`config.mk`:
```
export PLATFORM = sky130hd
export DESIGN_NAME = rgb_palette_converter
export DESIGN_NICKNAME = d
export VERILOG_FILES = /design/src/rtl/rgb_palette_converter.sv
export SDC_FILE = /design/constraint.sdc
export NUM_CORES = 1
export LEC_CHECK = 0
export CAP_MARGIN = 30
export CORE_ASPECT_RATIO = 1.4
export CORE_MARGIN = 8
export CORE_UTILIZATION = 30
export DETAILED_ROUTE_END_ITERATION = 7
export RECOVER_POWER = 100
export SKIP_LAST_GASP = 1
export SYNTH_ARGS = -nofsm -noshare
export SYNTH_HDL_FRONTEND = slang
export SYNTH_SLANG_ARGS = --single-unit
export TNS_END_PERCENT = 100
```
`constraint.sdc`:
```
create_clock -name clk -period 8.1 [get_ports clk]
set_clock_uncertainty 0.2 [all_clocks]
set_input_delay 0.81 -clock clk [delete_from_list [all_inputs] [get_ports clk]]
set_output_delay 0.81 -clock clk [all_outputs]
set_load 0.005 [all_outputs]
```
`src/rtl/rgb_palette_converter.sv`:
```
`default_nettype none
// ============================================================================
//  Module      : rgb_palette_converter
//  Description : Palette index to RGB converter with a run-time writable
//                palette and snap / linear-fade transitions.
//  Revision    : 1.0 - initial release
// ============================================================================
module rgb_palette_converter #(
    parameter int CH_W  = 8,
    parameter int IDX_W = 3,
    parameter int STEP  = 1
) (
    input  logic                clk,
    input  logic                rst,
    input  logic                enable,
    input  logic [IDX_W-1:0]    color,
    input  logic                req,
    input  logic                mode,
    input  logic                wr_en,
    input  logic [IDX_W-1:0]    wr_addr,
    input  logic [3*CH_W-1:0]   wr_data,
    output logic                ready,
    output logic [3*CH_W-1:0]   rgb,
    output logic                done
);

    localparam int              c_depth = 2**IDX_W;
    localparam int              c_rgb_w = 3*CH_W;
    localparam logic [CH_W:0]   c_step  = (CH_W+1)'(STEP);

    localparam logic [0:0]      c_idle  = 1'b0;
    localparam logic [0:0]      c_fade  = 1'b1;

    logic [c_rgb_w-1:0] r_palette [c_depth];
    logic [0:0]         r_state;
    logic [0:0]         w_state_nx;
    logic [c_rgb_w-1:0] r_rgb;
    logic [c_rgb_w-1:0] w_rgb_nx;
    logic [c_rgb_w-1:0] r_target;
    logic [c_rgb_w-1:0] w_target_nx;
    logic               r_done;
    logic               w_done_nx;
    logic [c_rgb_w-1:0] w_entry;
    logic [c_rgb_w-1:0] w_fade_rgb;
    logic [2:0]         w_ch_hit;

    // Default entry: each channel is all-ones when its index bit is set.
    function automatic logic [c_rgb_w-1:0] f_default(input int unsigned idx);
        f_default = {{CH_W{idx[2]}}, {CH_W{idx[1]}}, {CH_W{idx[0]}}};
    endfunction

    always_ff @(posedge clk) begin
        if (rst) begin
            for (int i = 0; i < c_depth; i++) begin
                r_palette[i] <= f_default(i);
            end
        end else if (wr_en) begin
            r_palette[wr_addr] <= wr_data;
        end
    end

    // Combinational read: a same-cycle write is only seen from the next cycle.
    assign w_entry = r_palette[color];

    // Per-channel step toward target, evaluated one bit wider than the channel.
    generate
        for (genvar gc = 0; gc < 3; gc++) begin : g_ch
            logic [CH_W:0] w_cur;
            logic [CH_W:0] w_tgt;
            logic [CH_W:0] w_diff;
            logic [CH_W:0] w_amt;
            logic [CH_W:0] w_next;

            assign w_cur  = {1'b0, r_rgb[gc*CH_W +: CH_W]};
            assign w_tgt  = {1'b0, r_target[gc*CH_W +: CH_W]};
            assign w_diff = (w_tgt > w_cur) ? (w_tgt - w_cur) : (w_cur - w_tgt);
            assign w_amt  = (w_diff > c_step) ? c_step : w_diff;
            assign w_next = (w_tgt > w_cur) ? (w_cur + w_amt) : (w_cur - w_amt);

            assign w_fade_rgb[gc*CH_W +: CH_W] = w_next[CH_W-1:0];
            assign w_ch_hit[gc]                = (w_next == w_tgt);
        end
    endgenerate

    always_comb begin
        w_state_nx  = r_state;
        w_rgb_nx    = r_rgb;
        w_target_nx = r_target;
        w_done_nx   = 1'b0;
        if (enable) begin
            case (r_state)
                c_idle: begin
                    if (req) begin
                        if (!mode || (w_entry == r_rgb)) begin
                            w_rgb_nx  = w_entry;
                            w_done_nx = 1'b1;
                        end else begin
                            w_target_nx = w_entry;
                            w_state_nx  = c_fade;
                        end
                    end
                end
                c_fade: begin
                    w_rgb_nx = w_fade_rgb;
                    if (&w_ch_hit) begin
                        w_done_nx  = 1'b1;
                        w_state_nx = c_idle;
                    end
                end
                default: begin
                    w_state_nx = c_idle;
                end
            endcase
        end
    end

    always_ff @(posedge clk) begin
        if (rst) begin
            r_state  <= c_idle;
            r_rgb    <= '0;
            r_target <= '0;
            r_done   <= 1'b0;
        end else begin
            r_state  <= w_state_nx;
            r_rgb    <= w_rgb_nx;
            r_target <= w_target_nx;
            r_done   <= w_done_nx;
        end
    end

    assign ready = enable && (r_state == c_idle);
    assign rgb   = r_rgb;
    assign done  = r_done;

endmodule
`default_nettype wire

```
[Yosys cells after proc, flatten, opt, wreduce, memory -nomap -nowiden]
Memories as Yosys holds them, arrays and structs flattened.
Cells that the tools add are included.
Storage, ports and cells
  register bits: 50
  latch bits: 0
  RAM bits: 192
  memory bits (read-only): 0
  input bits: 36
  output and inout bits: 26
  word-level logic and storage cells: 68
  memories kept: 1
Operators by class
  $add $sub $neg: 12
  multipliers: 0
  divide/modulo/power cells: 0
  magnitude comparators: 6
  equality and inequality tests: 6
  shift-type cells: 0
  muxes and demuxes: 28
  bitwise gates (word level): 3
  reduce and logical (&&, ||, !) cells: 8
Memory list
  r_palette: depth 8, width 24, read ports 1, clocked after Yosys merged registers in 0, write ports 8, RTL line 34  | logic [c_rgb_w-1:0] r_palette [c_depth];
Operators by type and width (count)
  $mux 9: 9
  $mux 24: 3
  $sub 8x8->9: 6
  $pmux 24 s2: 1
  $add 8x9->9: 3
  $eq 9x8->1: 3
  $gt 9x1->1 const B: 3
  $sub 8x9->9: 3
  $eq 24x24->1: 1
  $gt 8x8->1: 3
  $reduce_or 24->1: 1
  $mux 1: 12
  $reduce_and 3->1: 2
  $ne 2x2->1 const B: 2
  $pmux 1 s2: 2
  $reduce_and 4->1: 1
  $mux 3: 1
  $not 1->1: 3
  $reduce_or 2->1: 1
  $logic_and 1x1->1: 1
  $logic_not 1->1: 1
  $logic_or 1x1->1: 1

[Longest topological paths before layout]
  word-level depth: 10
  gate-level depth with buffers: 25
  mapped depth without buffers: 24

[Worst setup path after synthesis]
No wires, ideal clock.
  path kind: reg-to-reg
  start: register r_rgb[11] (netlist: rgb[11])
  end: register r_state
  arrival: 5.473 ns
  setup slack: 2.295 ns
  cell stages (with the launch flop): 25
  path buffers: 3
  clock period less this slack: 5.805 ns
  cell sequence: dfxtp_1 inv_1 ha_1 clkbuf_1 nand4_1 or2_2 o21ai_0 a21o_1 clkbuf_1 nor3b_1 o31ai_1 o311ai_0 and3_1 ha_1 nand2b_1 ha_1 clkbuf_1 nor3_1 a311oi_1 a21oi_1 or4_1 nor4_1 nand4_1 or4_1 nor3b_1
On the way
  cells in the longest elaborated chain, start to end: 10
  elaborated cells between the ends (all ways): 17
RTL lines
  start: declaration: RTL line 37  | logic [c_rgb_w-1:0] r_rgb;
  start signal: assignment: RTL line 125  | r_rgb <= w_rgb_nx;
  $sub 8x8->9 / $gt 8x8->1 (equally long branches): RTL line 76, 78
  $mux 9: RTL line 76  | assign w_diff = (w_tgt > w_cur) ? (w_tgt - w_cur) : (w_cur - w_tgt);
  $gt 9x1->1: RTL line 77  | assign w_amt = (w_diff > c_step) ? c_step : w_diff;
  $mux 9: RTL line 77
  $sub 8x9->9 / $add 8x9->9 (equally long branches): RTL line 78  | assign w_next = (w_tgt > w_cur) ? (w_cur + w_amt) : (w_cur - w_amt);
  $mux 9: RTL line 78
  $eq 9x8->1: RTL line 81  | assign w_ch_hit[gc] = (w_next == w_tgt);
  $reduce_and 3->1: RTL line 105  | if (&w_ch_hit) begin
  $mux 1: RTL line 105
  $pmux 1 s2 (*): RTL line 91  | case (r_state)
  end signal: assignment: RTL line 119  | r_state <= c_idle;
  end signal: assignment: RTL line 124  | r_state <= w_state_nx;
  end: declaration: RTL line 35  | logic [0:0] r_state;
Every way passes the cells marked *; elsewhere a longest branch is shown, timed or not.
A chain may end at the register's enable or synchronous reset.

==> impl_metrics.tcl <==
set metrics [dict create \
    grt_pass1_vias 11800 \
    grt_pass1_wl_um 70900 \
    clk_pin_slew_ps 60 \
    critPathSlowestCell "clkbuf_1" \
    crit_start "rst" \
    grt_use_met2_pct 28.1 \
    min_path_cells 2 \
    worstRegToRegCells 22 \
    dr.pass1.iters 5 \
    synthTopCellsByArea "edfxtp_1, dfxtp_1, ha_1" \
    setup_tns_ps 0 \
    dp_hpwl_um 33500 \
    core_area_um2 52000 \
    syn_inst 1492 \
    cts_buffer_depth 3 \
    grt_busiest_layer "met2" \
    post_drt_via_cell_ratio 5.41 \
    cts.hold.buffers_added 0 \
    wire_per_inst_um 21.6 \
    cts_tree "built" \
    syn_to_final_growth_pct 12.2 \
    setup_ws_ps 1040 \
    rows 99 \
    outcome "complete, but fails checks" \
    vias 11800 \
    crit_buf_inv 6 \
    synth_top_area_share_pct 36.6 \
    reg2reg_slack_ps 1200 \
    crit_family "buffers and inverters" \
    die-area_um2 60200 \
    synth.most_common_cell "edfxtp_1" \
    crit_chain "buf_2 > clkbuf_1 > inv_1 > clkbuf_1 > nand3_2 > clkbuf_2 > o21ai_0 > clkbuf_2" \
    die_y_um 287 \
    synthFlopType "edfxtp_1" \
    powerDensity_nw_per_um2 225 \
    grt_max_degree 63 \
    post-cts-setup-buffer-count 0 \
    numCtsBuffers 26 \
    io_buffers 61 \
    p_leak_nw 6.22 \
    gr-usage-met1_pct 17.3 \
    cts-htree-levels 1 \
    synth_edf_count 192 \
    finalHoldViolations 0 \
    yosysUniqueCellTypes 84 \
    period_minus_slack_ps 7060 \
    fin_util_pct 34.0 \
    violations "max-capacitance violations, max-slew violations" \
    gr-total-overflow 0 \
    fillCellCount 5245 \
    relSlewSlack_pct -121 \
    worstPathMaxFanout 62 \
    synthesis.area_um2 15800 \
    drtAntennaViolNets 0 \
    ys_seq_elements 242 \
    max_freq_mhz 142 \
    initial_core_util_pct 30.3 \
    drive_gt1_share_pct 8.74 \
    crit_path_max_incr_delay_ps 2320 \
    rsz0062_at_grt "no" \
    critPathCaptureType "flip-flop" \
    drv_slew 129 \
    synth_top_cell_by_area "edfxtp_1" \
    ctsResizeCount 0 \
    routed_wl_um 47300 \
    use_met3_pct 1.91 \
    ir_worst_vdd_mv 0.152 \
    antenna_found_initial 2 \
    track_usage_pct 15.1 \
    timing.rr.start "rgb[17]" \
    arrival_ps 6980 \
    post-place-ws_ps 1470 \
    yosysWarnings 0 \
    synth.top_cells.by_count "edfxtp_1, or3_1, and2_1, nor2_1, mux2i_1" \
    fin_crit_sh_pct 87.2 \
    ios 62 \
    worst-path-stages 8 \
    synth.avg_cell_area_um2 10.6 \
    nets 1633 \
    required_ps 8010 \
    finalWeightedCongestion 0.887 \
    maxCapViolations 5 \
    cp-endpoint "r_palette[3][22]" \
    ys_seq_area_share_pct 42.9 \
    drtIter0Drc 756 \
    hold_path.class "flip-flop to flip-flop" \
    reg2reg_to "r_state" \
    cts_root_buffer "clkbuf_16" \
    crit_path_start_kind "primary input" \
    drc_errors 0 \
    worst_pin_slew_ps 3320 \
    synth-async-reset-ratio_pct 0 \
    insertion_delay_ps 540 \
    die_x_um 210 \
    setup_viol 0 \
    critPathKind "primary input to flip-flop" \
    cts_sinks 242 \
]
## metal layers
metal	vias up	wire, µm
met2	271	24700
li1	5593	-
met1	5892	19000
met5	-	13
met3	88	1780
met4	2	1850
## kinds of logic (layout without fill, tap and decap cells)
| logic type | after synthesis | in the layout | share of synthesized area (%) |
|---|---|---|---|
| muxes | 106 | 106 | 8.69 |
| AOI/OAI and AO/OA | 311 | 311 | 14.0 |
| xor gates and xnor gates | 61 | 61 | 3.48 |
| adders and majority gates | 84 | 84 | 7.10 |
| buffers and inverters | 167 | 206 | 4.98 |
| and+or+nand+nor | 520 | 520 | 18.7 |
| DFF | 242 | 242 | 42.9 |
| other | 1 | 4 | 0.0238 |
## flip-flops by register name (all words and copies together) (netlist names)
signal,count
r_palette,192
r_target,24
done,1
rgb,24
r_state,1
## layout make-up
type	instances	area [µm²]	area share (%)
multi-input combinational	1085	8170	46.2
sequential	242	6770	38.3
tap	656	821	4.64
timing repair buffer	86	767	4.34
clock buffer	33	698	3.95
inverter	72	270	1.53
clock inverter	15	190	1.08
antenna	1	2.50	0.0142
## tightest hold or removal path, stage by stage, from the launching register on
cell and delay [ps]:
dfxtp_1 340, inv_1 80, a211oi_1 60
## report_power, final
group / switching, mW / internal [mW]
clock network: 0.508 / 0.741
registers: 0.0430 / 1.42
logic: 0.755 / 0.508
## worst min-delay path by stage
stage,from,end,slack [ps]
after CTS,r_target[16],r_target[16],330
after floorplan,r_target[23],r_target[23],280
final,r_target[16],r_target[16],330
after detailed placement,r_target[15],r_target[15],320
after global placement,r_target[15],r_target[15],310
after global routing,r_target[23],r_target[23],350
## placed cells by master, fill, tap and decap left out, types with 15 or more instances in the layout
cell type and instances:
edfxtp_1 192, inv_1 72, or3_1 114, xor2_1 15, o31ai_1 19, a22o_1 25, and2_0 51, nor3_1 62
mux2i_1 76, mux4_2 22, clkbuf_1 15, o21ai_0 62, clkbuf_16 27, dfxtp_1 50, xnor2_1 45, nand2b_1 25
a21oi_1 61, nor2_1 79, ha_1 75, dlygate4sd3_1 26, and2_1 50, nand2_1 38, a211oi_1 24, clkdlybuf4s50_1 32
## metrics by stage
stage | instances | power [mW] | cell area (µm²) | hold slack (ps)
floorplan | 1494 | 2.39 | 15800 | 280
global placement | 2139 | 2.74 | 16900 | 308
detailed placement | 2141 | 2.75 | 16900 | 322
CTS | 2189 | 4.00 | 17800 | 334
global route | 2190 | 4.15 | 17700 | 351
finish | 2190 | 3.97 | 17700 | 331
(Power assumes the default switching activity.)
